<file path="src/rtl/apb_cfg_master_pkg.sv">
// Shared definitions for the APB cfg master: FSM state encoding and the
// cfg register map that command sources use when talking to the accelerator.
package apb_cfg_master_pkg;

   // Master sequencing states
   typedef enum logic [2:0] {
      ST_IDLE      = 3'd0,
      ST_SETUP     = 3'd1,
      ST_ACCESS    = 3'd2,
      ST_POLL_WAIT = 3'd3,
      ST_RESP      = 3'd4
   } apb_state_e;

   // cfg register map (byte addresses on the 8-bit APB address bus)
   localparam logic [7:0] CFG_ADDR_STATUS     = 8'h00;
   localparam logic [7:0] CFG_ADDR_START      = 8'h04;
   localparam logic [7:0] CFG_ADDR_MEAN       = 8'h08;
   localparam logic [7:0] CFG_ADDR_INV_VAR    = 8'h0C;
   localparam logic [7:0] CFG_ADDR_VALID_MASK = 8'h10;
   localparam logic [7:0] CFG_ADDR_MATRIX     = 8'h20;

   // done_tpu lives in bit 0 of the status register
   localparam logic [31:0] CFG_STATUS_DONE_TPU = 32'h0000_0001;

endpackage

</file>
<file path="src/rtl/apb_cfg_master_timeout_ctr.sv">
// Loadable down-counter with a zero flag; shared by the PREADY timeout and
// the idle gap between poll reads, which never run at the same time.
module apb_timeout_ctr
   import apb_cfg_master_pkg::*;
#(
   parameter int W = 5
) (
   input  logic         clk,
   input  logic         reset,
   input  logic         load,
   input  logic         dec,
   input  logic [W-1:0] load_val,
   output logic         zero
);

   logic [W-1:0] cnt_q;
   logic [W-1:0] cnt_d;

   // Load has priority; decrement saturates at zero
   always_comb begin
      cnt_d = cnt_q;
      if (load) begin
         cnt_d = load_val;
      end else if (dec && (cnt_q != '0)) begin
         cnt_d = cnt_q - W'(1);
      end
   end

   // Count register
   always_ff @(posedge clk or posedge reset) begin
      if (reset) begin
         cnt_q <= '0;
      end else begin
         cnt_q <= cnt_d;
      end
   end

   assign zero = (cnt_q == '0);

endmodule

</file>
<file path="src/rtl/apb_cfg_master.sv">
// APB initiator turning a host command stream into single writes, single
// reads and poll-until-match reads against the cfg register slave.
module apb_cfg_master
   import apb_cfg_master_pkg::*;
#(
   parameter int ADDR_W        = 8,
   parameter int DATA_W        = 32,
   parameter int READY_TIMEOUT = 16,
   parameter int POLL_GAP      = 4,
   parameter int POLL_MAX      = 255
) (
   input  logic              clk,
   input  logic              reset,
   input  logic              cmd_valid,
   output logic              cmd_ready,
   input  logic              cmd_write,
   input  logic              cmd_poll,
   input  logic [ADDR_W-1:0] cmd_addr,
   input  logic [DATA_W-1:0] cmd_wdata,
   input  logic [DATA_W-1:0] cmd_mask,
   output logic              rsp_valid,
   input  logic              rsp_ready,
   output logic [DATA_W-1:0] rsp_rdata,
   output logic              rsp_error,
   output logic [ADDR_W-1:0] PADDR,
   output logic              PWRITE,
   output logic              PSEL,
   output logic              PENABLE,
   output logic [DATA_W-1:0] PWDATA,
   input  logic [DATA_W-1:0] PRDATA,
   input  logic              PREADY
);

   localparam int CTR_MAX = (READY_TIMEOUT > POLL_GAP) ? READY_TIMEOUT : POLL_GAP;
   localparam int CTR_W   = $clog2(CTR_MAX + 1);

   apb_state_e        state_q, state_d;
   logic [ADDR_W-1:0] paddr_q, paddr_d;
   logic              pwrite_q, pwrite_d;
   logic              psel_q, psel_d;
   logic              penable_q, penable_d;
   logic [DATA_W-1:0] pwdata_q, pwdata_d;
   logic [DATA_W-1:0] wdata_q, wdata_d;
   logic [DATA_W-1:0] mask_q, mask_d;
   logic              poll_q, poll_d;
   logic [7:0]        poll_cnt_q, poll_cnt_d;
   logic              cmd_ready_q, cmd_ready_d;
   logic              rsp_valid_q, rsp_valid_d;
   logic [DATA_W-1:0] rsp_rdata_q, rsp_rdata_d;
   logic              rsp_error_q, rsp_error_d;

   logic              ctr_load;
   logic              ctr_dec;
   logic [CTR_W-1:0]  ctr_val;
   logic              ctr_zero;
   logic [7:0]        poll_cnt_nxt;
   logic              poll_match;

   // The expected value is kept apart from PWDATA because reads drive PWDATA=0
   assign poll_cnt_nxt = poll_cnt_q + 8'd1;
   assign poll_match   = (((PRDATA ^ wdata_q) & mask_q) == '0);

   apb_timeout_ctr #(.W(CTR_W)) u_ctr (
      .clk      (clk),
      .reset    (reset),
      .load     (ctr_load),
      .dec      (ctr_dec),
      .load_val (ctr_val),
      .zero     (ctr_zero)
   );

   // Next-state and next-output logic; every output is a flop so it is set one state early
   always_comb begin
      state_d     = state_q;
      paddr_d     = paddr_q;
      pwrite_d    = pwrite_q;
      psel_d      = psel_q;
      penable_d   = penable_q;
      pwdata_d    = pwdata_q;
      wdata_d     = wdata_q;
      mask_d      = mask_q;
      poll_d      = poll_q;
      poll_cnt_d  = poll_cnt_q;
      cmd_ready_d = cmd_ready_q;
      rsp_valid_d = rsp_valid_q;
      rsp_rdata_d = rsp_rdata_q;
      rsp_error_d = rsp_error_q;
      ctr_load    = 1'b0;
      ctr_dec     = 1'b0;
      ctr_val     = '0;
      unique case (state_q)
         ST_IDLE: begin
            if (cmd_valid && cmd_ready_q) begin
               paddr_d     = cmd_addr;
               pwrite_d    = cmd_write;
               pwdata_d    = cmd_write ? cmd_wdata : '0;
               wdata_d     = cmd_wdata;
               mask_d      = cmd_mask;
               poll_d      = cmd_poll && !cmd_write;
               poll_cnt_d  = '0;
               cmd_ready_d = 1'b0;
               rsp_rdata_d = '0;
               rsp_error_d = 1'b0;
               psel_d      = 1'b1;
               state_d     = ST_SETUP;
            end
         end
         ST_SETUP: begin
            penable_d = 1'b1;
            ctr_load  = 1'b1;
            ctr_val   = CTR_W'(READY_TIMEOUT - 1);
            state_d   = ST_ACCESS;
         end
         ST_ACCESS: begin
            if (PREADY) begin
               psel_d    = 1'b0;
               penable_d = 1'b0;
               if (!pwrite_q) begin
                  rsp_rdata_d = PRDATA;
               end
               if (poll_q && !poll_match) begin
                  poll_cnt_d = poll_cnt_nxt;
                  if (poll_cnt_nxt == 8'(POLL_MAX)) begin
                     rsp_error_d = 1'b1;
                     rsp_valid_d = 1'b1;
                     state_d     = ST_RESP;
                  end else begin
                     ctr_load = 1'b1;
                     ctr_val  = CTR_W'(POLL_GAP - 1);
                     state_d  = ST_POLL_WAIT;
                  end
               end else begin
                  poll_cnt_d  = poll_q ? poll_cnt_nxt : poll_cnt_q;
                  rsp_valid_d = 1'b1;
                  state_d     = ST_RESP;
               end
            end else if (ctr_zero) begin
               psel_d      = 1'b0;
               penable_d   = 1'b0;
               rsp_error_d = 1'b1;
               rsp_valid_d = 1'b1;
               state_d     = ST_RESP;
            end else begin
               ctr_dec = 1'b1;
            end
         end
         ST_POLL_WAIT: begin
            if (ctr_zero) begin
               psel_d  = 1'b1;
               state_d = ST_SETUP;
            end else begin
               ctr_dec = 1'b1;
            end
         end
         ST_RESP: begin
            if (rsp_ready) begin
               rsp_valid_d = 1'b0;
               cmd_ready_d = 1'b1;
               state_d     = ST_IDLE;
            end
         end
         default: begin
            state_d = ST_IDLE;
         end
      endcase
   end

   // State and output registers; reset drops the bus immediately and discards the command
   always_ff @(posedge clk or posedge reset) begin
      if (reset) begin
         state_q     <= ST_IDLE;
         paddr_q     <= '0;
         pwrite_q    <= 1'b0;
         psel_q      <= 1'b0;
         penable_q   <= 1'b0;
         pwdata_q    <= '0;
         wdata_q     <= '0;
         mask_q      <= '0;
         poll_q      <= 1'b0;
         poll_cnt_q  <= '0;
         cmd_ready_q <= 1'b1;
         rsp_valid_q <= 1'b0;
         rsp_rdata_q <= '0;
         rsp_error_q <= 1'b0;
      end else begin
         state_q     <= state_d;
         paddr_q     <= paddr_d;
         pwrite_q    <= pwrite_d;
         psel_q      <= psel_d;
         penable_q   <= penable_d;
         pwdata_q    <= pwdata_d;
         wdata_q     <= wdata_d;
         mask_q      <= mask_d;
         poll_q      <= poll_d;
         poll_cnt_q  <= poll_cnt_d;
         cmd_ready_q <= cmd_ready_d;
         rsp_valid_q <= rsp_valid_d;
         rsp_rdata_q <= rsp_rdata_d;
         rsp_error_q <= rsp_error_d;
      end
   end

   assign cmd_ready = cmd_ready_q;
   assign rsp_valid = rsp_valid_q;
   assign rsp_rdata = rsp_rdata_q;
   assign rsp_error = rsp_error_q;
   assign PADDR     = paddr_q;
   assign PWRITE    = pwrite_q;
   assign PSEL      = psel_q;
   assign PENABLE   = penable_q;
   assign PWDATA    = pwdata_q;

endmodule

</file>
<file path="config.mk">
export PLATFORM = sky130hd
export DESIGN_NAME = apb_cfg_master
export DESIGN_NICKNAME = d
export VERILOG_FILES = /design/src/rtl/apb_cfg_master_pkg.sv /design/src/rtl/apb_cfg_master_timeout_ctr.sv /design/src/rtl/apb_cfg_master.sv
export SDC_FILE = /design/constraint.sdc
export NUM_CORES = 1
export LEC_CHECK = 0
export ABC_AREA = 0
export CORE_MARGIN = 4
export CORE_UTILIZATION = 48
export CTS_CLUSTER_DIAMETER = 60
export CTS_CLUSTER_SIZE = 25
export DETAILED_ROUTE_END_ITERATION = 7
export GPL_TIMING_DRIVEN = 1
export HOLD_SLACK_MARGIN = 0.15
export PLACE_DENSITY = 0.88
export SKIP_LAST_GASP = 1
export SLEW_MARGIN = 10
export SYNTH_ARGS = -nofsm -noshare
export SYNTH_HDL_FRONTEND = slang
export SYNTH_SLANG_ARGS = --single-unit
</file>
<file path="constraint.sdc">
create_clock -name clk -period 5.7 [get_ports clk]
set_clock_uncertainty 0.05 [all_clocks]
set_input_delay 0.57 -clock clk [delete_from_list [all_inputs] [get_ports clk]]
set_output_delay 0.57 -clock clk [all_outputs]
set_load 0.01 [all_outputs]
</file>
Word-level counts from Yosys, hierarchy flattened

Index checks and enable logic that the tools add are counted.

Bitwise operators: 2
Add/sub/neg operators: 2
Reduce and logical (&&, ||, !) cells: 25
Eq/ne operators: 15
Multiplexer cells: 48

Operator list:

| kind                                          | count |
|---|---|
| 2-to-1 mux 32 bit                             | 4 |
| one-hot mux 32 bit (2 select lines)           | 1 |
| AND 32 bit                                    | 1 |
| logical NOT 32 bit                            | 1 |
| 2-to-1 mux 8 bit                              | 4 |
| XOR 32 bit                                    | 1 |
| 2-to-1 mux 3 bit                              | 7 |
| AND reduction 4 bit                           | 5 |
| 2-to-1 mux 1 bit                              | 17 |
| one-hot mux 8 bit (2 select lines)            | 1 |
| one-hot mux 3 bit (5 select lines)            | 1 |
| inequality test 3 bit, second input constant  | 4 |
| one-hot mux 1 bit (2 select lines)            | 6 |
| 2-to-1 mux 5 bit                              | 2 |
| inequality test 2 bit, second input constant  | 5 |
| nonzero test 2 bit                            | 5 |
| adder 8 x 1 -> 8 bit, second input constant   | 1 |
| == test 8 bit, second input constant          | 1 |
| one-hot mux 4 bit (2 select lines)            | 1 |
| == test 3 x 2 -> 1 bit, second input constant | 2 |
| 2-to-1 mux 2 bit                              | 3 |
| logical NOT 5 bit                             | 1 |
| AND reduction 5 bit                           | 1 |
| nonzero test 5 bit                            | 1 |
| other kinds (11)                              | 16 |

Register bits: 159
Output and inout bits: 78
Word-level logic and storage cells: 107
Bits of input ports: 111

Depth between registers and ports, before layout

Depth in word-level cells: 9
Gate-level depth with buffers: 9
Gate-level depth less buffers: 8

Cells and area by module

A second synthesis with hierarchy kept.

Cell total of the unflattened synthesis: 715
Area total of the unflattened synthesis: 6762.7 µm²

By module, submodules not included:

| module          | cells each | area an instance (µm²) | times used | seq. area each (µm²) |
|---|---|---|---|---|
| apb_cfg_master  | 682        | 6459.9                 | 1          | 3854.9 |
| apb_timeout_ctr | 33         | 302.8                  | 1          | 125.1 |

Least setup slack after synthesis

Ideal clock, no wire load.

Path type: input to register
Start point: in PRDATA[3]
End point: reg u_ctr.cnt_q[1]
Data arrival time: 1840 ps
Setup slack: 3678 ps
Buffers on the path: 0
Stages on the path: 6
Data required time: 5519 ps
Setup time: 131 ps
Path through: xor2_1 a22oi_1 nand4_1 nor4_4 nor2_2 or3_1

Word-level cells in the longest chain between the ends: 9
Elaborated cells on any way between the ends: 13
Classes of those cells: mux: 7; bitwise: 2; reduce/logical: 4

RTL lines:

| element                                                                                         | line                             | RTL |
|---|---|---|
| start, declared                                                                                 | apb_cfg_master.sv:30             | `input logic [DATA_W-1:0] PRDATA,` |
| XOR 32 bit *                                                                                    | apb_cfg_master.sv:61             | `assign poll_match = (((PRDATA ^ wdata_q) & mask_q) == '0);` |
| AND 32 bit *                                                                                    | apb_cfg_master.sv:61             |  |
| logical NOT 32 bit *                                                                            | apb_cfg_master.sv:61             |  |
| logical NOT 1 bit *                                                                             | apb_cfg_master.sv:121            | `if (poll_q && !poll_match) begin` |
| logical AND 1 bit *                                                                             | apb_cfg_master.sv:121            |  |
| 2-to-1 mux 2 bit / 2-to-1 mux 1 bit (equally long branches)                                     | apb_cfg_master.sv:121            |  |
| 2-to-1 mux 2 bit / 2-to-1 mux 1 bit (equally long branches)                                     | apb_cfg_master.sv:115            | `if (PREADY) begin` |
| one-hot mux 4 bit (2 select lines) / one-hot mux 1 bit (2 select lines) (equally long branches) | apb_cfg_master.sv:91             | `unique case (state_q)` |
| 2-to-1 mux 5 bit / nonzero test 2 bit (equally long branches)                                   | n/a                              |  |
| end signal, assigned                                                                            | apb_cfg_master_timeout_ctr.sv:34 | `cnt_q <= cnt_d;` |
| end, declared                                                                                   | apb_cfg_master_timeout_ctr.sv:16 | `logic [W-1:0] cnt_q;` |

Mark *: on every way between the ends. The rest lies on a longest branch, timed or not.
A chain may end at the register's enable or synchronous reset.

Final worst setup path

Start point: in cmd_valid
End point: reg mask_q[9]

Word-level cells in the longest chain between the ends: 2

RTL lines:

| element                              | line                  | RTL |
|---|---|---|
| start, declared                      | apb_cfg_master.sv:14  | `input logic cmd_valid,` |
| logical AND 1 bit                    | apb_cfg_master.sv:93  | `if (cmd_valid && cmd_ready_q) begin` |
| AND reduction 2 bit (no source line) | n/a                   |  |
| end signal, assigned                 | apb_cfg_master.sv:193 | `mask_q <= mask_d;` |
| end, declared                        | apb_cfg_master.sv:44  | `logic [DATA_W-1:0] mask_q, mask_d;` |

No other way between the ends.

==> flow_summary.yaml <==
clocking:
  clock-sinks: 159
  cts_made_buffers: 17
  worstSkewPairLatency_ns: 0.42
  clk_path_buf_depth: 2
  cts_hold_buf: 0
  clk_pin_slew_ns: 0.06
  cts_max_level: 4
  cts_root_buf: "clkbuf_16"
  cts_setup_buffers: 0
  cts_resized: 0
  cts_tree: "yes"
floorplanning:
  die_width_um: 127
  rows: 43
  die-area_um2: 16200
  start_util: 0.491
  coreArea_um2: 13900
  die_h_um: 127
  ios: 189
timing:
  drv_slew: 0
  fin_tns_setup_ns: 0
  rsz0062_at_grt: "false"
  slew_headroom: 0.324
  timing.fmax_mhz: 358
  worst_pin_slew_ns: 1.01
  post-route-min-period_ns: 2.80
  fin_crit_sh: 0.490
  setup_viol: 0
  finalHoldViolations: 0
  hold_ws_ns: 0.379
logic_synthesis:
  synthArstFlopShare: 1.00
  synth_seq_cells: 159
  synthCells: 615
  ys_seq_area_frac: 0.584
  syn_nets: 729
  synth_area_um2: 6810
  ys_warn_count: 0
  synthDistinctLibCells: 40
  syn_avg_cell_area_um2: 11.1
  ys.flop_type: "dfrtp_1"
  synth-edff-count: 0
worst_setup_path:
  crit_type: "in -> reg"
  critical_path_required_ns: 5.95
  crit_end: "mask_q[9]$_DFFE_PP0P_"
  reg2reg_from: "state_q[0]$_DFFE_PP0P_"
  startpoint: "cmd_valid"
  crit_path_start_kind: "input pin"
  crit_path_end_kind: "register"
  r2r-end: "mask_q[9]$_DFFE_PP0P_"
  crit_fanout: 76
  arrival_ns: 3.04
  r2r_slack_ns: 2.95
  worstRegToRegCells: 4
placed_design:
  portBuffers: 188
  dpl.hpwl_um: 12400
  place_congestion: 0.769
global_route:
  antenna_found_initial: 1
  grt_max_degree: 82
  grt_pass1_wl_um: 28200
  gr-total-overflow: 0
  grt_util_all_layers: 0.225
  grt_pass1_vias: 5400
power:
  switching_power_w: 0.00156
  p_int_w: 0.00339
  power.density_nw_per_um2: 521
  power_frac_comb: 0.354
  power.leakage_nw: 4.27
  power_frac_clock: 0.254
  pwr-share-seq: 0.392
  p_sw_frac: 0.315
  ir_drop_mv: 0.306
finish:
  drive_above_1_share: 0.149
  syn2layout_area_growth_pct: 39.4
  fin_nets: 908
  diodes: 0
drt:
  routed-via-count: 5215
  drtAntennaViolNets: 0
  drt_iter0_markers: 344
  wl_per_cell_um: 17.9
  drc: 0
  dr.pass1.iters: 5
  wl_um: 17600
  avgViaCountPerCell: 5.28
run:
  cap_viol_max_count: 0
status:
  status: "finished, final reports clean"
hold_path:
  hold_class: "in -> async"
==> cells in the final DEF (no fill, tap or decap), types with 5 or more instances in the layout <==
cell type / n
mux2_2: 74
nor3_1: 5
clkdlybuf4s50_1: 187
a22oi_1: 16
clkbuf_16: 17
inv_1: 5
bufinv_16: 5
dfrtp_1: 158
xor2_1: 35
nand3_1: 40
nand4_1: 6
o21ai_0: 47
nor2_1: 10
nand2_1: 146
==> per-stage QoR <==
| stage | instances | instance area (um^2) | setup slack, ns | util | power (W) |
|---|---|---|---|---|---|
| after floorplan | 615 | 6810 | 0.790 | - | 0.00285 |
| after global placement | 955 | 8830 | 2.39 | 0.636 | 0.00363 |
| after detailed placement | 955 | 8830 | 2.47 | 0.636 | 0.00372 |
| after CTS | 987 | 9500 | 2.92 | 0.684 | 0.00500 |
| after global routing | 987 | 9500 | 2.76 | 0.684 | 0.00524 |
| final | 987 | 9500 | 2.90 | 0.684 | 0.00495 |
==> critical path: stages <==
cell,delay (ns)
clkdlybuf4s50_1,0.39
and3b_1,0.22
nand2_4,0.62
buf_4,0.75
mux2_2,0.42
==> synth_stat cells (2+ instances only) <==
master / instances / area, um^2
a22oi_1: 16 / 120
and2_1: 2 / 12.5
buf_2: 16 / 80.1
clkbuf_1: 15 / 56.3
dfrtp_1: 158 / 3950
ha_1: 3 / 37.5
inv_1: 6 / 22.5
mux2_2: 74 / 833
nand2_1: 147 / 552
nand2b_1: 4 / 25.0
nand3_1: 40 / 200
nand3_2: 2 / 20.0
nand4_1: 6 / 37.5
nor2_1: 10 / 37.5
nor3_1: 5 / 25.0
o21a_1: 2 / 15.0
o21ai_0: 47 / 235
o22ai_1: 2 / 12.5
o31ai_1: 3 / 22.5
or3_1: 3 / 18.8
xor2_1: 35 / 307
==> registers in the layout (all words and copies together) (netlist names), 3 cells and up <==
register,count
PADDR,8
PWDATA,32
mask_q,32
poll_cnt_q,8
rsp_rdata,32
state_q,3
u_ctr.cnt_q,5
wdata_q,32
==> logic make-up (layout without fill, tap and decap cells) <==
| kind of cell | Yosys count | in the layout | share of synthesized area |
|---|---|---|---|
| buf+inv | 38 | 230 | 0.0241 |
| simple gates | 227 | 227 | 0.149 |
| xor+xnor | 36 | 36 | 0.0463 |
| compound gates | 77 | 77 | 0.0672 |
| mux | 75 | 75 | 0.124 |
| flops | 159 | 159 | 0.584 |
| fa+ha+maj | 3 | 3 | 0.00551 |
==> how the worst min path moves through the flow <==
stage                                    from                        end  slack [ns]  cells after the start
floorplan               cmd_ready$_DFFE_PP1P_      cmd_ready$_DFFE_PP1P_        0.42                      2
global placement    rsp_rdata[22]$_DFFE_PP0P_  rsp_rdata[22]$_DFFE_PP0P_        0.40                      2
detailed placement  rsp_rdata[30]$_DFFE_PP0P_  rsp_rdata[30]$_DFFE_PP0P_        0.41                      2
CTS                                     reset      PWDATA[9]$_DFFE_PP0P_        0.37                      2
global route                            reset      PWDATA[9]$_DFFE_PP0P_        0.37                      2
finish                                  reset      PWDATA[9]$_DFFE_PP0P_        0.38                      2
==> power by group through the flow <==
stage / sequential, W / combinational, W / clock [W]
after floorplan: 0.00199 / 0.000857 / 0
after global placement: 0.00193 / 0.00171 / 0
after detailed placement: 0.00195 / 0.00176 / 0
after CTS: 0.00194 / 0.00178 / 0.00128
after global routing: 0.00200 / 0.00191 / 0.00133
final: 0.00194 / 0.00175 / 0.00126
==> per-layer routing <==
metal  track usage  part of all wire
met4        0.0953             0.026
met1         0.287              0.41
met3        0.0573             0.060
met2         0.368              0.51
met5             0           0.00074
==> final cells by class <==
class	instances	area, um^2
fillers	1022	4390
flip-flops and latches	159	3980
multi-input cells	418	2690
repair buffers	192	1910
clock buffers	23	488
well taps	180	225
clock inverters	9	179
inverters	6	27.5
No activity file was read; power rests on OpenSTA's default activity.
